--- config.mk ---
export PLATFORM = sky130hd
export DESIGN_NAME = timer_ctrl
export DESIGN_NICKNAME = d
export VERILOG_FILES = /design/src/rtl/timer_ctrl.sv
export SDC_FILE = /design/constraint.sdc
export NUM_CORES = 1
export LEC_CHECK = 0
export ABC_CLOCK_PERIOD_IN_PS = 2500
export CORE_UTILIZATION = 39
export DETAILED_ROUTE_END_ITERATION = 6
export SYNTH_ARGS = -nofsm -noshare
export SYNTH_HDL_FRONTEND = slang
export SYNTH_SLANG_ARGS = --single-unit
--- constraint.sdc ---
create_clock -name CLK -period 2.5 [get_ports CLK]
set_input_delay 0.25 -clock CLK [delete_from_list [all_inputs] [get_ports CLK]]
set_output_delay 0.25 -clock CLK [all_outputs]
set_load 0.01 [all_outputs]
--- src/rtl/timer_ctrl.sv ---
// Control sequencer for the MM:SS countdown timer: key edges -> datapath pulses, SET/RUN/PAUSE/ALARM FSM.
// Optional feature: define ALARM_TIMEOUT_EN to auto-clear ALARM after ALARM_SEC seconds.
module timer_ctrl #(
  parameter logic [19:0] TICK_DIV    = 20'd152500,
  parameter logic [3:0]  REPEAT_DLY  = 4'd8,
  parameter logic [3:0]  REPEAT_RATE = 4'd2
`ifdef ALARM_TIMEOUT_EN
  , parameter logic [5:0] ALARM_SEC  = 6'd30
`endif
) (
  input  logic       CLK,
  input  logic       RES,
  input  logic       KEY_START,
  input  logic       KEY_STOP,
  input  logic       KEY_SEC,
  input  logic       KEY_MIN,
  input  logic       TIME_ZERO,
  output logic       START_PULSE,
  output logic       STOP_PULSE,
  output logic       ONE_SEC_PULSE,
  output logic       COUNT_UP_SEC_PULSE,
  output logic       COUNT_UP_MIN_PULSE,
  output logic       CLR_PULSE,
  output logic [1:0] STATE
);

  localparam logic [1:0] ST_SET   = 2'd0;
  localparam logic [1:0] ST_RUN   = 2'd1;
  localparam logic [1:0] ST_PAUSE = 2'd2;
  localparam logic [1:0] ST_ALARM = 2'd3;

  logic [1:0]  state_r;
  logic [1:0]  state_next_s;
  logic        key_start_d_r;
  logic        key_stop_d_r;
  logic [1:0]  set_key_d_r;
  logic        start_edge_s;
  logic        stop_edge_s;
  logic [1:0]  set_lvl_s;
  logic [1:0]  set_edge_s;
  logic        any_edge_s;
  logic [19:0] presc_r;
  logic [3:0]  tick_cnt_r;
  logic        tick_s;
  logic        one_sec_s;
  logic        enter_run_s;
  logic        stay_set_s;
  logic        start_s;
  logic        stop_s;
  logic        clr_s;
  logic [3:0]  rep_cnt_r [2];
  logic [1:0]  rep_phase_r;
  logic [1:0]  set_hit_s;
  logic [1:0]  set_pulse_s;
`ifdef ALARM_TIMEOUT_EN
  logic [5:0]  alarm_sec_r;
  logic        alarm_expire_s;
`endif

  // Index 0 is the seconds key, index 1 the minutes key.
  assign set_lvl_s    = {KEY_MIN, KEY_SEC};
  assign start_edge_s = KEY_START & ~key_start_d_r;
  assign stop_edge_s  = KEY_STOP & ~key_stop_d_r;
  assign set_edge_s   = set_lvl_s & ~set_key_d_r;
  assign any_edge_s   = start_edge_s | stop_edge_s | (|set_edge_s);
  assign tick_s       = (presc_r == (TICK_DIV - 20'd1));
  assign one_sec_s    = tick_s && (tick_cnt_r == 4'd15);
  assign enter_run_s  = (state_next_s == ST_RUN) && (state_r != ST_RUN);
  assign stay_set_s   = (state_r == ST_SET) && (state_next_s == ST_SET);
  assign STATE        = state_r;
`ifdef ALARM_TIMEOUT_EN
  assign alarm_expire_s = one_sec_s && (alarm_sec_r == (ALARM_SEC - 6'd1));
`endif

  // Next-state and command decode; a STOP edge always masks a simultaneous START edge.
  always_comb begin
    state_next_s = state_r;
    start_s      = 1'b0;
    stop_s       = 1'b0;
    clr_s        = 1'b0;
    case (state_r)
      ST_SET: begin
        if (start_edge_s && !stop_edge_s && !TIME_ZERO) begin
          start_s      = 1'b1;
          state_next_s = ST_RUN;
        end else begin
          state_next_s = ST_SET;
        end
      end
      ST_RUN: begin
        if (stop_edge_s) begin
          stop_s       = 1'b1;
          state_next_s = ST_PAUSE;
        end else if (TIME_ZERO) begin
          state_next_s = ST_ALARM;
        end else begin
          state_next_s = ST_RUN;
        end
      end
      ST_PAUSE: begin
        if (stop_edge_s) begin
          clr_s        = 1'b1;
          state_next_s = ST_SET;
        end else if (start_edge_s) begin
          start_s      = 1'b1;
          state_next_s = ST_RUN;
        end else begin
          state_next_s = ST_PAUSE;
        end
      end
      ST_ALARM: begin
        if (any_edge_s) begin
          clr_s        = 1'b1;
          state_next_s = ST_SET;
`ifdef ALARM_TIMEOUT_EN
        end else if (alarm_expire_s) begin
          clr_s        = 1'b1;
          state_next_s = ST_SET;
`endif
        end else begin
          state_next_s = ST_ALARM;
        end
      end
      default: begin
        state_next_s = ST_SET;
      end
    endcase
  end

  // Repeat hit: first after REPEAT_DLY held ticks, then every REPEAT_RATE ticks.
  always_comb begin
    set_hit_s   = 2'b00;
    set_pulse_s = 2'b00;
    for (int k = 0; k < 2; k++) begin
      if (rep_phase_r[k]) begin
        set_hit_s[k] = set_lvl_s[k] && !set_edge_s[k] && tick_s &&
                       ((rep_cnt_r[k] + 4'd1) == REPEAT_RATE);
      end else begin
        set_hit_s[k] = set_lvl_s[k] && !set_edge_s[k] && tick_s &&
                       ((rep_cnt_r[k] + 4'd1) == REPEAT_DLY);
      end
      set_pulse_s[k] = (state_r == ST_SET) && (set_edge_s[k] || set_hit_s[k]);
    end
  end

  // State register and key history.
  always_ff @(posedge CLK or posedge RES) begin
    if (RES) begin
      state_r       <= ST_SET;
      key_start_d_r <= 1'b0;
      key_stop_d_r  <= 1'b0;
      set_key_d_r   <= 2'b00;
    end else begin
      state_r       <= state_next_s;
      key_start_d_r <= KEY_START;
      key_stop_d_r  <= KEY_STOP;
      set_key_d_r   <= set_lvl_s;
    end
  end

  // 1/16 s prescaler and tick counter, realigned on every entry into RUN.
  always_ff @(posedge CLK or posedge RES) begin
    if (RES) begin
      presc_r    <= 20'd0;
      tick_cnt_r <= 4'd0;
    end else if (enter_run_s) begin
      presc_r    <= 20'd0;
      tick_cnt_r <= 4'd0;
    end else if (tick_s) begin
      presc_r    <= 20'd0;
      tick_cnt_r <= tick_cnt_r + 4'd1;
    end else begin
      presc_r    <= presc_r + 20'd1;
    end
  end

  // Per-key auto-repeat counters, live only while the key is held inside SET.
  always_ff @(posedge CLK or posedge RES) begin
    if (RES) begin
      rep_cnt_r[0] <= 4'd0;
      rep_cnt_r[1] <= 4'd0;
      rep_phase_r  <= 2'b00;
    end else begin
      for (int k = 0; k < 2; k++) begin
        if (!stay_set_s || !set_lvl_s[k] || set_edge_s[k]) begin
          rep_cnt_r[k]   <= 4'd0;
          rep_phase_r[k] <= 1'b0;
        end else if (set_hit_s[k]) begin
          rep_cnt_r[k]   <= 4'd0;
          rep_phase_r[k] <= 1'b1;
        end else if (tick_s) begin
          rep_cnt_r[k]   <= rep_cnt_r[k] + 4'd1;
        end
      end
    end
  end

`ifdef ALARM_TIMEOUT_EN
  // Seconds spent in ALARM; cleared whenever ALARM is not being held.
  always_ff @(posedge CLK or posedge RES) begin
    if (RES) begin
      alarm_sec_r <= 6'd0;
    end else if ((state_r != ST_ALARM) || (state_next_s != ST_ALARM)) begin
      alarm_sec_r <= 6'd0;
    end else if (one_sec_s) begin
      alarm_sec_r <= alarm_sec_r + 6'd1;
    end
  end
`endif

  // Registered one-cycle pulse outputs.
  always_ff @(posedge CLK or posedge RES) begin
    if (RES) begin
      START_PULSE        <= 1'b0;
      STOP_PULSE         <= 1'b0;
      ONE_SEC_PULSE      <= 1'b0;
      COUNT_UP_SEC_PULSE <= 1'b0;
      COUNT_UP_MIN_PULSE <= 1'b0;
      CLR_PULSE          <= 1'b0;
    end else begin
      START_PULSE        <= start_s;
      STOP_PULSE         <= stop_s;
      ONE_SEC_PULSE      <= (state_r == ST_RUN) && one_sec_s;
      COUNT_UP_SEC_PULSE <= set_pulse_s[0];
      COUNT_UP_MIN_PULSE <= set_pulse_s[1];
      CLR_PULSE          <= clr_s;
    end
  end

endmodule

Word-level counts from Yosys, hierarchy flattened
Index checks and enable logic that the tools add are counted. Widths: inputs -> output; s select.

Reduce and logical (&&, ||, !) cells: 37. Mux-type cells: 31. Add/subtract/negate cells: 4. Eq/ne operators: 11. Bitwise gates (word level): 8.

Operator list (count): $mux 20 (2); $mux 4 (8); $add 20x1->20 const B (1); $eq 20x18->1 const B (1); $logic_and 1x1->1 (16); $mux 1 (13); $add 4x1->4 const B (3); $eq 4x4->1 const B (3); $mux 2 (5); $eq 4x2->1 const B (2); $pmux 2 s4 (1); $logic_not 1->1 (7); $logic_or 1x1->1 (6); $reduce_bool 2->1 (3); $reduce_bool 3->1 (2); $eq 2x1->1 const B (2); $eq 2x2->1 const B (2); $logic_not 2->1 (2); $pmux 1 s2 (2); $and 1x1->1 (2); $and 2x2->2 (1); $ne 2x1->1 const B (1); $not 1->1 (2); $not 2->2 (1); other kinds (2) (3).

Register bits: 46. Logic and storage cells: 107. Output and inout port bits: 8.

Logic depth before layout (Yosys ltp)
Gate-level depths: netlist of run 1.

Depth after elaboration: 13. Gate-level depth with buffers: 8.

Worst setup path before layout of run 1
OpenSTA, ideal clock, no wires.

Path kind: reg-to-reg. From: register presc_r[0]. To: register rep_phase_r[1]. Setup slack: 0.758 ns. Library setup time: 0.075 ns. Cell stages (with the launch flop): 8. Buffers on the path: 1. Arrival time: 1.668 ns. Cells stage by stage: dfrtp_1 -> ha_1 -> nand2b_1 -> nor4_2 -> buf_8 -> nand2_8 -> or3_4 -> a21oi_2.

Word-level cells in the longest chain between the ends: 5.

RTL lines: start, declared (RTL line 42) `logic [19:0] presc_r;`; start signal, assigned (RTL line 173) `presc_r <= presc_r + 20'd1;`; $eq 20x18->1 (*) (RTL line 66) `assign tick_s = (presc_r == (TICK_DIV - 20'd1));`; $logic_and 1x1->1 (*) (RTL line 136, 139); $logic_and 1x1->1 (on tied branches) (RTL line 139, 136); $mux 1 (*) (RTL line 135) `if (rep_phase_r[k]) begin`; $reduce_bool 2->1 (no source line) (*); end signal, assigned (RTL line 182) `rep_phase_r <= 2'b00;`; end signal, assigned by index (RTL line 187) `rep_phase_r[k] <= 1'b0;`; end signal, assigned by index (RTL line 190) `rep_phase_r[k] <= 1'b1;`; end, declared (RTL line 52) `logic [1:0] rep_phase_r;`.

Every way passes the cells marked *; elsewhere a longest branch is shown, timed or not. A chain may end at the register's enable or synchronous reset.

Worst setup path in the final report of run 1
From: register presc_r[0]. To: register rep_cnt_r[1] (netlist bit).

Word-level cells in the longest chain between the ends: 6.

RTL lines: $eq 20x18->1 (*) (RTL line 66); $logic_and 1x1->1 (RTL line 136, 139); $logic_and 1x1->1 (on tied branches) (RTL line 139, 136); $mux 1 (RTL line 135); $mux 4 (RTL line 188) `end else if (set_hit_s[k]) begin`; $mux 4 (RTL line 185) `if (!stay_set_s || !set_lvl_s[k] || set_edge_s[k]) begin`; end signal, assigned by index (RTL line 192) `rep_cnt_r[k] <= rep_cnt_r[k] + 4'd1;`; end, declared (RTL line 51) `logic [3:0] rep_cnt_r [2];`.

Marks and branches as above.

==> results.yml, run 1 <==
setup_path:
  crit_start: "presc_r[0]$_DFF_PP0_"
  startpoint_type: "flip-flop"
  cp.arrival_ps: 2100
  r2r_cells: 7
  worst-path-max-fanout: 11
  critPathKind: "reg2reg"
  end_kind: "flip-flop"
  reg2reg_from: "presc_r[0]$_DFF_PP0_"
  crit_required_ps: 2720
clocking:
  cts-root-buf: "clkbuf_8"
  clk_path_buf_depth: 2
  postCtsSetupRepairBufs: 0
  cts_tree: "yes"
  clk_latency_ps: 290
  cts-resized-gates: 0
  cts.htree.levels: 2
  cts_buffers: 5
  ctsHoldBuffers: 0
  cts.sinks: 46
  clk_pin_slew_ps: 80
synthesis:
  netlist_instances: 227
  ys_top_cells_by_area: "dfrtp_1, xor2_1, nor2_1, nand3_1, xnor2_1"
  synth_nets: 238
  avgSynthCellArea_um2: 10.1
  synth.cell_area_um2: 2290
  synth.most_common_cell: "dfrtp_1"
  yosysTopAreaCell: "dfrtp_1"
  ys_types: 43
  yosys_warnings: 0
  ys_top_cells_by_count: "dfrtp_1, nor2_1, nand2_1"
  ys_ff_latch: 46
  async_reset_ff_share_pct: 100
  ys_seq_area_share_pct: 50.3
  ys.flop_type: "dfrtp_1"
  synth-edff-count: 0
  netlist.area_leader.share_pct: 50.3
route:
  wl_per_cell_um: 12.9
  viasPerCell: 5.04
  firstDrtPassIters: 4
  finalWirelength_um: 4130
  drc: 0
  drtIter0Drc: 66
  ant_nets: 0
  num_vias: 1608
layout:
  area_delta_synth_final_pct: 13.6
  nets: 257
  layout-drive-gt1-share_pct: 10.5
  antenna_cells: 0
  post-route-cell-area_um2: 2600
  num-fill-cells: 535
floorplan:
  die_y_um: 78.6
  core_area_um2: 5570
  io_pins: 15
  die_area_um2: 6180
  die-width_um: 78.6
  initial_core_util_pct: 41.1
  num_rows: 27
place:
  gp_congestion: 0.728
  dpl_cell_area_um2: 2510
  hpwlAfterDp_um: 2970
  portBuffers: 14
grt:
  grt_overflow: 0
  grt_max_degree: 25
  first_global_vias: 1563
  grt_first_pass_wirelength_um: 7410
  track_usage_pct: 15.6
  antenna_found_initial: 0
timing:
  drv_slew: 0
  period_share_pct: 75.1
  fmax_mhz: 532
  rsz0062_at_grt: "false"
  worstMarginPinSlew_ps: 685
  slew-limit-headroom_pct: 53.2
  hold_viol_final: 0
  whs_ps: 306
  finalSetupTns_ps: 0
  final.min_clock_period_ps: 1880
  fin_skew_ps: 4.99
  setup_viol: 0
power:
  power_mw: 1.71
  leakagePower_nw: 1.14
  ir_drop_uv: 378
  power_density_nw_per_um2: 660
job:
  max_cap_violations: 0
worst_hold_path:
  hold_class: "in2async"
status:
  status: "finished clean"
-- cell usage in the layout (no fill, tap or decap), types with 2 or more instances in the layout --
| cell type | instances |
|---|---|
| a21o_1 | 2 |
| a21oi_1 | 10 |
| a21oi_2 | 2 |
| and2_1 | 2 |
| and3_1 | 4 |
| buf_4 | 3 |
| clkbuf_8 | 6 |
| clkdlybuf4s50_1 | 14 |
| dfrtp_1 | 46 |
| ha_1 | 4 |
| inv_1 | 6 |
| mux2i_1 | 2 |
| nand2_1 | 19 |
| nand2b_1 | 3 |
| nand3_1 | 18 |
| nand4_1 | 6 |
| nor2_1 | 38 |
| nor2b_1 | 3 |
| nor3_1 | 2 |
| nor4_2 | 3 |
| o21ai_0 | 4 |
| xnor2_1 | 10 |
| xor2_1 | 17 |
-- area by class of cell --
class | instances | area (µm²) | area share (%)
Clock buffer | 7 | 86.3 | 3.32
Sequential cell | 46 | 1150 | 44.3
Tap cell | 72 | 90.1 | 3.47
Multi-Input combinational cell | 168 | 1060 | 40.7
Timing Repair Buffer | 18 | 183 | 7.03
Inverter | 7 | 26.3 | 1.01
Clock inverter | 1 | 5.00 | 0.193
-- flip-flops by register name, summed over array words and instances (netlist names) --
| signal | flops |
|---|---|
| rep_phase_r | 2 |
| tick_cnt_r | 4 |
| CLR_PULSE | 1 |
| rep_cnt_r | 8 |
| STOP_PULSE | 1 |
| COUNT_UP_MIN_PULSE | 1 |
| set_key_d_r | 2 |
| STATE | 2 |
| key_start_d_r | 1 |
| COUNT_UP_SEC_PULSE | 1 |
| ONE_SEC_PULSE | 1 |
| presc_r | 20 |
| key_stop_d_r | 1 |
| START_PULSE | 1 |
-- layer usage --
layer / up-vias / wire length [µm] / global-route usage [%]
met2: 20 / 1970 / 22.9
met1: 779 / 2010 / 22.1
met4: 0 / 7 / 5.56
met5: - / 0 / 0
li1: 807 / - / -
met3: 2 / 132 / 3.72
-- path summary, 6_finish.rpt --
kind	slack, ps	to
worst max-delay path	620	rep_cnt_r[1]$_DFFE_PP0P_
worst min-delay path	310	ONE_SEC_PULSE$_DFF_PP0_
worst max register to register	620	rep_cnt_r[1]$_DFFE_PP0P_
worst min register to register	430	STOP_PULSE$_DFF_PP0_
max in group asynchronous	1690	presc_r[14]$_DFF_PP0_
min in group CLK	430	STOP_PULSE$_DFF_PP0_
-- power by group --
group	total, mW	switching, mW	internal [mW]
registers	0.911	0.0838	0.827
clock network	0.464	0.241	0.223
logic	0.340	0.172	0.168
total	1.71	0.497	1.22
-- per-stage QoR --
| stage | instances | utilization [%] | setup WS, ps |
|---|---|---|---|
| finish | 319 | 46.6 | 622 |
| floorplan | 227 | - | 758 |
| global route | 319 | 46.6 | 473 |
| CTS | 319 | 46.6 | 595 |
| detailed placement | 311 | 45.0 | 576 |
| global placement | 311 | 45.0 | 597 |
-- logic make-up (layout without fill, tap and decap cells) --
family	Yosys count	count (layout)	synth area share [%]
AOI/OAI and AO/OA	26	26	7.55
xor gates and xnor gates	27	27	10.3
adders and majority gates	4	4	2.19
buffers and inverters	13	33	3.50
DFF	46	46	50.3
muxes	2	2	0.875
and+or+nand+nor	109	109	25.3
-- critical path, stage by stage, from the launching register on --
cell      delay (ps)
dfrtp_1          390
ha_1             220
nand2b_1          80
nor4_2           200
buf_4            250
and2_1           340
o211ai_1         150
a21oi_1          170
No activity file was read; power rests on OpenSTA's default activity.
==> run 2: changes to the inputs <==
--- a/config.mk
+++ b/config.mk
@@ -5,7 +5,7 @@
 export SDC_FILE = /design/constraint.sdc
 export NUM_CORES = 1
 export LEC_CHECK = 0
-export ABC_CLOCK_PERIOD_IN_PS = 2500
+export ABC_CLOCK_PERIOD_IN_PS = 1600
 export CORE_UTILIZATION = 39
 export DETAILED_ROUTE_END_ITERATION = 6
 export SYNTH_ARGS = -nofsm -noshare
==> constraint.sdc (replaced) <==
create_clock -name CLK -period 1.6 [get_ports CLK]
set_input_delay 0.16 -clock CLK [delete_from_list [all_inputs] [get_ports CLK]]
set_output_delay 0.16 -clock CLK [all_outputs]
set_load 0.01 [all_outputs]
==> results.yml, run 2 (synthesis gave the netlist of run 1 again) <==
timing:
  setup_viol: 3
  period_share_pct: 102
  fmax_mhz: 615
  fin_skew_ps: 11.0
  final.min_clock_period_ps: 1620
  worstMarginPinSlew_ps: 392
  rsz0062_at_grt: "true"
  fin_ws_ps: -24.9
  finalSetupTns_ps: -56.1
  slew-limit-headroom_pct: 73.2
  hold_viol_final: 0
  drv_slew: 0
worst_hold_path:
  hold_class: "in2async"
floorplan:
  die_area_um2: 6180
  core_area_um2: 5570
  num_rows: 27
  initial_core_util_pct: 41.1
  die-width_um: 78.6
  io_pins: 15
  die_y_um: 78.6
power:
  leakagePower_nw: 1.39
  power_density_nw_per_um2: 941
  power_mw: 2.88
  ir_drop_uv: 770
status:
  violations: "setup timing"
  status: "finished with violations"
grt:
  grt_max_degree: 47
  first_global_vias: 1721
  grt_overflow: 0
  grt_first_pass_wirelength_um: 7700
  antenna_found_initial: 0
  track_usage_pct: 16.2
layout:
  top_register: "presc_r"
  area_delta_synth_final_pct: 33.8
  antenna_cells: 0
  layout-drive-gt1-share_pct: 31.3
  nets: 298
  final_cell_mix: "dfrtp_1, buf_4, nor2_1"
  final_cells: 360
  top_regs: "presc_r: 20 flops, rep_cnt_r: 8 flops, tick_cnt_r: 4 flops"
  largest_reg_flops: 20
  final_common_cell: "dfrtp_1"
setup_path:
  r2r_cells: 6
  cp.arrival_ps: 1810
  r2r_slack_ps: -20
  max_stage_delay_ps: 450
  cpMostUsedCell: "a21oi_1"
  slowest_stage: "dfrtp_1"
  crit_required_ps: 1780
  critPathKind: "reg2reg"
  reg2reg_from: "rep_cnt_r[5]$_DFFE_PP0P_"
  end_kind: "flip-flop"
  path_cells: "ha_4 -> nand2_1 -> a21oi_1 -> o2111a_1 -> a21o_1 -> a21oi_1"
  worst-path-max-fanout: 5
  reg2reg_to: "rep_cnt_r[7]$_DFFE_PP0P_"
  startpoint_type: "flip-flop"
route:
  num_vias: 1752
  drtIter0Drc: 78
  viasPerCell: 4.87
  wl_met2_um: 2460
  finalWirelength_um: 4770
  wl_per_cell_um: 13.3
  routed.top_layer: "met4"
  firstDrtPassIters: 4
  m1WireLength_um: 2160
  dr_wl_met3_um: 97
  drc: 0
  ant_nets: 0
clocking:
  cts.htree.levels: 2
  clk_pin_slew_ps: 90
  cts_tree: "yes"
  cts.sinks: 46
  cts_buffers: 5
  clk_latency_ps: 300
  ctsHoldBuffers: 0
  cts-root-buf: "clkbuf_8"
  clk_path_buf_depth: 2
job:
  max_cap_violations: 0
place:
  portBuffers: 14
  dp.cells: 349
  hpwlAfterDp_um: 3310
  gp_congestion: 0.800
==> run 2: cell count changes in the layout (fill, tap and decap cells not counted), sizes merged <==
cell / change
buf: +41
clkbuf: -1
clkinv: +1
==> run 2: worst max path at each step <==
stage / from / to / depth (start not counted)
global route: presc_r[1]$_DFF_PP0_ / rep_cnt_r[3]$_DFFE_PP0P_ / 8
global placement: KEY_STOP / STATE[0]$_DFF_PP0_ / 8
floorplan: presc_r[6]$_DFF_PP0_ / rep_phase_r[1]$_DFFE_PP0P_ / 6
detailed placement: KEY_STOP / STATE[0]$_DFF_PP0_ / 8
CTS: rep_cnt_r[0]$_DFFE_PP0P_ / rep_phase_r[1]$_DFFE_PP0P_ / 6
finish: rep_cnt_r[5]$_DFFE_PP0P_ / rep_cnt_r[7]$_DFFE_PP0P_ / 6
==> run 2: stage by stage <==
step | util (%) | area [µm²] | setup WS [ps] | hold WS [ps]
final | 54.9 | 3060 | -24.9 | 216
after global routing | 54.9 | 3060 | -116 | 228
after CTS | 52.5 | 2930 | -15.4 | 219
after detailed placement | 50.4 | 2810 | -89.5 | 438
after global placement | 50.4 | 2810 | -72.2 | 430
after floorplan | - | 2290 | 11.1 | 191
==> run 2: layout make-up <==
type | count | area [µm²]
fillers | 495 | 2510
repair buffers | 59 | 510
inverters | 7 | 26.3
well taps | 72 | 90.1
clock buffers | 6 | 72.6
clock inverters | 2 | 13.8
multi-input cells | 168 | 1200
flip-flops and latches | 46 | 1150
==> run 2: timing repair <==
item	4_1_cts	5_1_grt
setup endpoints to repair	8	28
gates resized for setup	6	23
setup buffers	1	3
pin swaps	4	12
==> run 2: per-layer routing <==
| layer | global-route usage (%) | vias to the layer above |
|---|---|---|
| li1 | - | 891 |
| met1 | 19.9 | 843 |
| met2 | 27.5 | 12 |
| met3 | 4.07 | 6 |
| met4 | 5.19 | 0 |
| met5 | 0 | - |
==> run 2: worst max-delay path: cells and delay by family, from the launching register on <==
family                     cells  cell delay, ps
AOI/OAI and AO/OA              4             700
DFF                            1             450
adders and majority gates      1             310
and+or+nand+nor                1              50
==> run 2: where the power goes <==
group | leakage [nW] | switching (mW) | total [mW] | internal (mW)
clock network | 0.0452 | 0.393 | 0.701 | 0.309
logic | 0.727 | 0.382 | 0.799 | 0.417
registers | 0.619 | 0.0881 | 1.38 | 1.29
==> run 3: changes to the inputs <==
--- a/config.mk
+++ b/config.mk
@@ -6,8 +6,11 @@
 export NUM_CORES = 1
 export LEC_CHECK = 0
 export ABC_CLOCK_PERIOD_IN_PS = 1600
-export CORE_UTILIZATION = 39
+export CORE_MARGIN = 8
+export CORE_UTILIZATION = 52
 export DETAILED_ROUTE_END_ITERATION = 6
+export PLACE_DENSITY = 0.74
+export SLEW_MARGIN = 20
 export SYNTH_ARGS = -nofsm -noshare
 export SYNTH_HDL_FRONTEND = slang
 export SYNTH_SLANG_ARGS = --single-unit
==> results.yml, run 3 (synthesis gave the netlist of run 1 again) <==
status:
  status: "finished with violations"
  violations: "setup timing"
timing:
  fin_skew_ps: 7.56
  fin_ws_ps: -6.54
  setup_viol: 3
  whs_ps: 203
  period_share_pct: 100
  fmax_mhz: 622
  slew-limit-headroom_pct: 75.9
  rsz0062_at_grt: "true"
  hold_viol_final: 0
  finalSetupTns_ps: -12.8
  final.min_clock_period_ps: 1610
  worstMarginPinSlew_ps: 353
  drv_slew: 0
setup_path:
  critPathKind: "reg2reg"
  worst-path-max-fanout: 2
  end_kind: "flip-flop"
  crit_required_ps: 1840
  cp.arrival_ps: 1840
  startpoint_type: "flip-flop"
route:
  firstDrtPassIters: 4
  num_vias: 1759
  dr_wl_met3_um: 158
  routed.top_layer: "met4"
  finalWirelength_um: 4830
  wl_per_cell_um: 14.3
  wl_met2_um: 2570
  m1WireLength_um: 2020
  drtIter0Drc: 79
  viasPerCell: 5.20
  drc: 0
  ant_nets: 0
layout:
  top_register: "presc_r"
  final_cells: 338
  area_delta_synth_final_pct: 30.7
  layout-drive-gt1-share_pct: 29.0
  antenna_cells: 0
  nets: 296
  top_regs: "presc_r: 20 flops, rep_cnt_r: 8 flops, tick_cnt_r: 4 flops"
  final_cell_mix: "dfrtp_1, nor2_1, buf_4"
  final_common_cell: "dfrtp_1"
  multi_input_area_um2: 1160
  largest_reg_flops: 20
  post-route-cell-area_um2: 2990
  regArea_um2: 1150
  num-fill-cells: 323
job:
  max_cap_violations: 0
floorplan:
  core_area_um2: 4290
  num_rows: 24
  die_area_um2: 6780
  io_pins: 15
  die_y_um: 82.3
  die-width_um: 82.3
  initial_core_util_pct: 53.3
power:
  leakagePower_nw: 1.35
  power_density_nw_per_um2: 953
  ir_drop_uv: 978
place:
  place_ws_ps: -116
  dpl_cell_area_um2: 2750
  gp_congestion: 0.849
  dp.cells: 325
  portBuffers: 14
  hpwlAfterDp_um: 3290
clocking:
  cts_buffers: 5
  clk_path_buf_depth: 2
  clk_pin_slew_ps: 90
  clk_latency_ps: 300
  cts-root-buf: "clkbuf_8"
  ctsHoldBuffers: 0
  cts_tree: "yes"
  cts.sinks: 46
  cts.htree.levels: 2
grt:
  grt_overflow: 0
  grt_first_pass_wirelength_um: 7820
  antenna_found_initial: 0
  grt_max_degree: 47
  first_global_vias: 1738
  track_usage_pct: 15.1
worst_hold_path:
  hold_class: "in2async"
## run 3: worst max-delay path: stages, from the launching register on
cell     delay [ps]
dfrtp_1         400
ha_2            200
xnor2_2         130
and3_4          200
nand2_1          70
or3_4           410
a21oi_2         140
## run 3: what timing repair did
action,4_1_cts,5_1_grt
pin swaps,3,15
resized for setup,2,20
setup buffers,0,6
endpoints found under the setup margin,3,37
## run 3: power by group
group          switching (mW)  internal [mW]
Sequential              0.103           1.29
Clock                   0.382          0.308
Combinational           0.361          0.404
Total                   0.845           2.00
## run 3: routing by layer
layer | vias up | track usage (%)
met4 | 0 | 6.32
met2 | 21 | 25.8
li1 | 889 | -
met5 | - | 0
met1 | 841 | 17.4
met3 | 8 | 4.11
## run 3: worst paths after layout
path,start,to,slack [ps],cells after the start
min reg2reg,key_stop_d_r$_DFF_PP0_,STOP_PULSE$_DFF_PP0_,470,1
max,rep_cnt_r[1]$_DFFE_PP0P_,COUNT_UP_MIN_PULSE$_DFF_PP0_,-7,6
min,RES,rep_cnt_r[2]$_DFFE_PP0P_,200,3
max reg2reg,rep_cnt_r[1]$_DFFE_PP0P_,COUNT_UP_MIN_PULSE$_DFF_PP0_,-7,6
min in group CLK,KEY_START,key_start_d_r$_DFF_PP0_,320,1
max in group asynchronous,RES,presc_r[10]$_DFF_PP0_,1170,3
## run 3: final cells by class
cell class                 instances  share of cell area (%)
sequential                        46                    38.5
clock inverter                     2                   0.460
timing repair buffer              57                    16.8
clock buffer                       6                    2.43
multi-input combinational        168                    38.7
inverter                           7                   0.878
tap                               52                    2.17
## run 3: metrics by stage
stage	power, mW	utilization (%)
2_1_floorplan	1.78	-
3_3_place_gp	2.08	64.1
3_5_place_dp	2.10	64.1
4_1_cts	2.80	66.3
5_1_grt	3.03	69.7
6_report	2.85	69.7
